[src/rtl/uart_fifo_pkg.sv]
// Shared types for the UART FIFO front ends: TX sequencer states and a
// helper that sizes saturating counters.
package uart_fifo_pkg;

  typedef enum logic [2:0] {
    IDLE,
    GUARD,
    LOAD,
    START,
    WAIT_ECHO
  } uart_fifo_hd_tx_state;

  // Bits needed to hold 0..max_val; never narrower than one bit.
  function automatic int cnt_width(input int max_val);
    return (max_val < 1) ? 1 : $clog2(max_val + 1);
  endfunction

endpackage

[src/rtl/sync_fwft_fifo.sv]
// Single-clock first-word-fall-through FIFO: the head entry is always on
// rd_data while !empty, a write becomes visible on the following cycle.
module sync_fwft_fifo #(
  parameter  int WIDTH = 8,
  parameter  int DEPTH = 16,
  localparam int LW    = $clog2(DEPTH + 1),
  localparam int AW    = $clog2(DEPTH)
) (
  input  logic             clk,
  input  logic             rst,
  input  logic             wr_en,
  input  logic [WIDTH-1:0] wr_data,
  input  logic             rd_en,
  output logic [WIDTH-1:0] rd_data,
  input  logic             flush,
  output logic             full,
  output logic             empty,
  output logic [LW-1:0]    level
);

  logic [WIDTH-1:0] mem [DEPTH];
  logic [AW-1:0]    wr_ptr;
  logic [AW-1:0]    rd_ptr;
  logic [LW-1:0]    count;
  logic             do_wr;
  logic             do_rd;

  assign full  = (count == LW'(DEPTH));
  assign empty = (count == '0);
  assign level = count;

  // A pop on a full FIFO frees the slot the same-cycle push lands in.
  assign do_rd = rd_en && !empty && !flush;
  assign do_wr = wr_en && !flush && (!full || do_rd);

  always_ff @(posedge clk or negedge rst) begin
    if (!rst) begin
      wr_ptr <= '0;
      rd_ptr <= '0;
      count  <= '0;
    end else if (flush) begin
      wr_ptr <= '0;
      rd_ptr <= '0;
      count  <= '0;
    end else begin
      if (do_wr) wr_ptr <= wr_ptr + AW'(1);
      if (do_rd) rd_ptr <= rd_ptr + AW'(1);
      if (do_wr && !do_rd)      count <= count + LW'(1);
      else if (do_rd && !do_wr) count <= count - LW'(1);
    end
  end

  always_ff @(posedge clk) begin
    if (do_wr) mem[wr_ptr] <= wr_data;
  end

  assign rd_data = mem[rd_ptr];

endmodule

[src/rtl/uart_fifo_hd_ctrl.sv]
// UART FIFO front end with half-duplex support: TX/RX FWFT buffering, line
// turnaround guard time, echo suppression and sticky fault flags.
module uart_fifo_hd_ctrl
  import uart_fifo_pkg::*;
#(
  parameter  int DATA_BITS    = 8,
  parameter  int FIFO_DEPTH   = 16,
  parameter  int GUARD_BITS   = 2,
  parameter  int ECHO_TIMEOUT = 24,
  localparam int LW           = $clog2(FIFO_DEPTH + 1)
) (
  input  logic                 clk,
  input  logic                 rst,
  input  logic                 hd_en,
  input  logic [DATA_BITS-1:0] tx_data,
  input  logic                 tx_wr_en,
  input  logic                 tx_flush,
  output logic                 tx_full,
  output logic [LW-1:0]        tx_level,
  output logic [DATA_BITS-1:0] rx_data,
  output logic                 rx_data_err,
  input  logic                 rx_rd_en,
  output logic                 rx_empty,
  output logic [LW-1:0]        rx_level,
  output logic                 rx_overflow,
  output logic                 echo_fault,
  input  logic                 clr_flags,
  output logic                 busy,
  output logic [DATA_BITS-1:0] core_tx_data,
  output logic                 core_tx_start,
  input  logic                 core_tx_ready,
  input  logic [DATA_BITS-1:0] core_rx_data,
  input  logic                 core_rx_valid,
  input  logic                 core_rx_error,
  input  logic                 bit_tick,
  output uart_fifo_hd_tx_state state
);

  localparam int GW = cnt_width(GUARD_BITS);
  localparam int TW = cnt_width(ECHO_TIMEOUT);

  // Handshake: core_tx_start is raised in START while core_tx_ready=1 and
  // dropped once the core pulls core_tx_ready low after seeing it; that
  // falling edge (start was high the cycle before) is the acknowledge.

  uart_fifo_hd_tx_state state_q;
  uart_fifo_hd_tx_state next_state;
  uart_fifo_hd_tx_state idle_next;

  logic [DATA_BITS-1:0] tx_head;
  logic                 tx_empty;
  logic                 tx_pop;
  logic [DATA_BITS:0]   rx_head;
  logic                 rx_full;
  logic                 rx_wr;

  logic [GW-1:0]        guard_cnt;
  logic                 guard_done;
  logic [TW-1:0]        to_cnt;
  logic                 echo_timeout;
  logic                 echo_check;
  logic                 echo_set;
  logic                 ovf_set;
  logic                 tx_ack;
  logic                 start_q;
  logic                 hd_mode;
  logic [DATA_BITS-1:0] exp_echo;

  sync_fwft_fifo #(.WIDTH(DATA_BITS), .DEPTH(FIFO_DEPTH)) u_tx_fifo (
    .clk     (clk),
    .rst     (rst),
    .wr_en   (tx_wr_en),
    .wr_data (tx_data),
    .rd_en   (tx_pop),
    .rd_data (tx_head),
    .flush   (tx_flush),
    .full    (tx_full),
    .empty   (tx_empty),
    .level   (tx_level)
  );

  sync_fwft_fifo #(.WIDTH(DATA_BITS + 1), .DEPTH(FIFO_DEPTH)) u_rx_fifo (
    .clk     (clk),
    .rst     (rst),
    .wr_en   (rx_wr),
    .wr_data ({core_rx_error, core_rx_data}),
    .rd_en   (rx_rd_en),
    .rd_data (rx_head),
    .flush   (1'b0),
    .full    (rx_full),
    .empty   (rx_empty),
    .level   (rx_level)
  );

  assign rx_data     = rx_head[DATA_BITS-1:0];
  assign rx_data_err = rx_head[DATA_BITS];
  assign state       = state_q;

  assign guard_done   = (guard_cnt == GW'(GUARD_BITS));
  assign tx_ack       = (state_q == START) && start_q && !core_tx_ready;
  assign echo_timeout = (state_q == WAIT_ECHO) && bit_tick && !core_rx_valid &&
                        (to_cnt == TW'(ECHO_TIMEOUT - 1));
  assign idle_next    = tx_empty ? IDLE : ((hd_mode && !guard_done) ? GUARD : LOAD);

  always_ff @(posedge clk or negedge rst) begin
    if (!rst) state_q <= IDLE;
    else      state_q <= next_state;
  end

  always_comb begin
    next_state = state_q;
    unique case (state_q)
      IDLE:  next_state = idle_next;
      GUARD: begin
        if (tx_empty)        next_state = IDLE;
        else if (guard_done) next_state = LOAD;
      end
      // A flush landing just before LOAD leaves nothing to send.
      LOAD:  next_state = tx_empty ? IDLE : START;
      START: begin
        if (tx_ack) next_state = hd_mode ? WAIT_ECHO : (tx_empty ? IDLE : LOAD);
      end
      WAIT_ECHO: begin
        if (core_rx_valid)     next_state = idle_next;
        else if (echo_timeout) next_state = IDLE;
      end
      default: next_state = IDLE;
    endcase
  end

  always_comb begin
    core_tx_start = (state_q == START) && core_tx_ready;
    tx_pop        = (state_q == LOAD);
    echo_check    = (state_q == WAIT_ECHO) && core_rx_valid;
    busy          = (state_q != IDLE) || !core_tx_ready || !tx_empty;
    rx_wr         = core_rx_valid && !echo_check;
    ovf_set       = rx_wr && rx_full && !rx_rd_en;
    echo_set      = (echo_check && ((core_rx_data != exp_echo) || core_rx_error)) ||
                    echo_timeout;
  end

  always_ff @(posedge clk or negedge rst) begin
    if (!rst) begin
      core_tx_data <= '0;
      exp_echo     <= '0;
      start_q      <= 1'b0;
      hd_mode      <= 1'b0;
      guard_cnt    <= GW'(GUARD_BITS);
      to_cnt       <= '0;
      rx_overflow  <= 1'b0;
      echo_fault   <= 1'b0;
    end else begin
      start_q <= core_tx_start;
      // Mode only changes between transfers so a frame never switches mid-flight.
      if (!busy) hd_mode <= hd_en;
      if ((state_q == LOAD) && !tx_empty) begin
        core_tx_data <= tx_head;
        exp_echo     <= tx_head;
      end
      if (rx_wr)                         guard_cnt <= '0;
      else if (bit_tick && !guard_done) guard_cnt <= guard_cnt + GW'(1);
      if (tx_ack)                        to_cnt <= '0;
      else if ((state_q == WAIT_ECHO) && bit_tick && !echo_timeout)
        to_cnt <= to_cnt + TW'(1);
      if (ovf_set)        rx_overflow <= 1'b1;
      else if (clr_flags) rx_overflow <= 1'b0;
      if (echo_set)       echo_fault <= 1'b1;
      else if (clr_flags) echo_fault <= 1'b0;
    end
  end

endmodule

[config.mk]
export PLATFORM = sky130hd
export DESIGN_NAME = uart_fifo_hd_ctrl
export DESIGN_NICKNAME = d
export VERILOG_FILES = /design/src/rtl/uart_fifo_pkg.sv /design/src/rtl/sync_fwft_fifo.sv /design/src/rtl/uart_fifo_hd_ctrl.sv
export SDC_FILE = /design/constraint.sdc
export NUM_CORES = 1
export LEC_CHECK = 0
export CAP_MARGIN = 20
export CORE_MARGIN = 2
export CORE_UTILIZATION = 40
export CTS_CLUSTER_DIAMETER = 100
export CTS_CLUSTER_SIZE = 40
export DETAILED_ROUTE_END_ITERATION = 6
export GPL_ROUTABILITY_DRIVEN = 0
export GPL_TIMING_DRIVEN = 0
export HOLD_SLACK_MARGIN = 0.05
export SYNTH_ARGS = -nofsm -noshare
export SYNTH_HDL_FRONTEND = slang
export SYNTH_SLANG_ARGS = --single-unit
[constraint.sdc]
create_clock -name clk -period 6.8 [get_ports clk]
set_input_delay 1.02 -clock clk [delete_from_list [all_inputs] [get_ports clk]]
set_output_delay 1.02 -clock clk [all_outputs]
set_load 0.03 [all_outputs]
==> impl_results.md <==
* Mapped Avg Cell Area at 18.7 µm²
* Max-slew violations at 0
* Synthesis Warnings at 0
* Worst Path Max Fanout at 10
* Core area at 0.0325 mm²
* Reg2Reg Setup Slack at 3.72 ns
* Crit Path Class: register to output port
* Final Cycle Share at 0.641
* Worst setup SP type: register
* DRC marker count from the first detailed-route iteration at 430
* Clock Path Buffers at 3
* Fmax at 230 MHz
* DP Area at 0.0144 mm²
* Clock Latency Late Sink at 0.52 ns
* I/O pins at 63
* Finished Cell Area at 0.0149 mm²
* Final Setup Violations at 0
* Root buf cell: clkbuf_16
* 1st-pass router iterations at 5
* Sink Count at 320
* Async set-or-reset flop fraction in the synthesized netlist at 0.150
* Ys flop type: edfxtp_1
* Max-cap viol count at 0
* Clock slew at reported path FFs at 0.14 ns
* Post-layout minimum cycle time at 4.36 ns
* Hold_ws at 0.434 ns
* Setup tns final at 0 ns
* WL final at 26800 µm
* Worst vdd ir at 254 µV
* Worst hold path type: input port to asynchronous set/reset pin
* Detailed placer's ending HPWL at 18300 µm
* Final Util at 0.457
* Post-route ant nets at 0
* Worst EP arrival at 3.34 ns
* CP endpoint kind: output port
* Reg-to-reg critical path startpoint: u_rx_fifo.level[0]
* Layout cell share with drive strength beyond 1 at 0.180
* CTS Hold Bufs at 0
* CTS tree: done
* Setup Fix Bufs, Post-CTS at 0
* Max_slew headroom at 0.383
* Antenna violations before repair at 0
* Ant. Diodes at 0
* IO Port Bufs at 61
* Power per cell area at 361 mW/mm²
* Die Y at 186 µm
* Post-DR vias/cell at 5.16
* Via count at 6376
* Seq/Total Area, Yosys at 0.709
* Status: finished, final reports clean
* Synthesis-stage register bit count at 320
* Avg WL per Cell at 21.7 µm
* Syn Nets at 754
* Pin count of the biggest net entering global routing at 41
* Post-Synthesis Cell Area at 0.0132 mm²
* DRC violations left at 0
* Synth cell types at 60
* Clk_skew at 0.0299 ns
* Final hold vios at 0
* EDFF count, synth at 272
* Least-Margin Pin Slew at 0.922 ns
* Critical Path RT at 5.78 ns
* Layout Area Growth over Synthesis at 12.5%
* Post-CTS sizing at 0
* Row cnt at 66
* Die width at 186 µm
* Congestion Overflow GR at 0
* LEAKAGE at 4.89 nW
* First-pass GRT wire length at 40700 µm
* Starting density of the core at 0.406
* Vias in the first global route at 6472
* Num CTS Buffers at 13
* Design Power at 5.37 mW
* Total track usage at 0.160
* RSZ-0062 raised after global routing: false
* Syn Inst Count at 705
* Register-to-Register Path Depth at 10
* Die Area at 0.0345 mm²
* Reg2reg end: u_rx_fifo.level[4]
* Final nets at 835
* Htree depth at 1
==> state kept, by name (all words and copies together), names as in the netlist <==
name	flops
guard_cnt	2
to_cnt	5
u_tx_fifo.level	5
u_rx_fifo.mem	144
hd_mode	1
u_rx_fifo.level	5
u_rx_fifo.rd_ptr	4
u_rx_fifo.wr_ptr	4
echo_fault	1
exp_echo	8
u_tx_fifo.rd_ptr	4
u_tx_fifo.mem	128
rx_overflow	1
u_tx_fifo.wr_ptr	4
start_q	1
state	3
==> synthesized netlist by cell type, types with 2 or more instances <==
master	number	area, µm²
or4_1	3	22.5
mux2i_1	22	220
nor4_1	2	12.5
nand2b_1	9	56.3
or2_2	2	12.5
mux2_2	6	67.6
buf_4	3	22.5
ha_1	20	250
a21o_1	5	37.5
inv_1	16	60.1
a211o_1	2	17.5
o221ai_1	8	70.1
a21oi_1	12	60.1
buf_6	2	22.5
nand4_1	5	31.3
nor2_1	30	113
o21ai_0	9	45.0
clkbuf_1	12	45.0
dfrtp_1	47	1180
edfxtp_1	272	8170
xor2_1	6	52.6
fa_1	2	40.0
and2_1	12	75.1
buf_1	4	15.0
mux4_2	77	1730
a211oi_1	2	15.0
nand2_1	28	105
nand3_1	7	35.0
o211ai_1	4	30.0
and3_1	2	12.5
nor3_1	7	35.0
nor2b_1	8	50.1
o31ai_1	2	15.0
buf_2	12	60.1
o22ai_1	2	12.5
and3_2	2	15.0
xnor2_1	18	158
==> layout by cell type (no fill, tap or decap), drive strengths merged, types with 2 or more instances in the layout <==
master and count:
nor2 31, nor2b 8, fa 2, or2 2, a211o 2, and3 4, nand4 5, nor3b 2
clkdlybuf4s50 60, buf 27, xor2 6, or4 3, o21ai 10, o211ai 4, a211oi 2, dfrtp 47
a21o 5, clkinv 5, mux2 6, nand3 7, clkbuf 28, or3b 2, o31ai 2, nor3 7
mux2i 22, nor4 2, nand2b 9, a21oi 13, ha 20, edfxtp 272, mux4 77, o22ai 2
nand2 29, and2 13, inv 18, o221ai 8, a31oi 2, xnor2 18
==> per-layer routing <==
layer | GRT usage | share of wire
met1 | 0.219 | 0.44
met2 | 0.279 | 0.51
met3 | 0.0184 | 0.038
met4 | 0.0274 | 0.011
met5 | 0 | 0
==> area by class of cell <==
cell class                      count  area [µm²]
Timing Repair Buffer               66         656
Sequential cell                   320        9370
Clock buffer                       15         343
Inverter                           16        60.1
Buffer                             34         170
Fill cell                        2789       17700
Tap cell                          442         553
Clock inverter                      7         106
Multi-Input combinational cell    335        3610
==> critical path, cell delays in order, from the launching register on <==
cell and delay [ns]:
dfrtp_1 0.39, clkbuf_1 0.53, buf_2 0.38, mux4_2 0.41
mux4_2 0.50, clkdlybuf4s50_1 0.62
==> kinds of logic after synthesis <==
group           after synthesis  synth area share
simple gates                130            0.0533
fa+ha+maj                    22            0.0220
flops                       320             0.709
buf+inv                      50            0.0174
xor+xnor                     24            0.0159
mux                         105             0.153
compound gates               54            0.0290
==> power breakdown <==
group | internal [mW] | switching, mW | leakage, nW
combinational | 0.861 | 1.03 | 1.61
sequential | 2.33 | 0.127 | 3.07
clock | 0.397 | 0.623 | 0.213
total | 3.59 | 1.78 | 4.89
==> through the flow <==
stage,setup WS (ns),instances
final,2.44,1235
after detailed placement,2.99,1213
after floorplan,3.81,705
after global routing,2.29,1235
after global placement,2.98,1208
after CTS,2.40,1235
==> how the worst max path moves through the flow <==
stage,startpoint,to,slack [ns],cells past startpoint
after global placement,rst,u_rx_fifo.rd_ptr[2],2.98,1
after global routing,u_rx_fifo.rd_ptr[1],rx_data[0],2.29,5
final,u_rx_fifo.rd_ptr[1],rx_data[5],2.44,5
after detailed placement,u_rx_fifo.rd_ptr[1],rx_data[0],2.99,5
after CTS,u_rx_fifo.rd_ptr[1],rx_data[0],2.40,5
after floorplan,core_rx_valid,u_rx_fifo.level[4],3.81,10
Note: power is estimated with default switching activity, not from simulation.
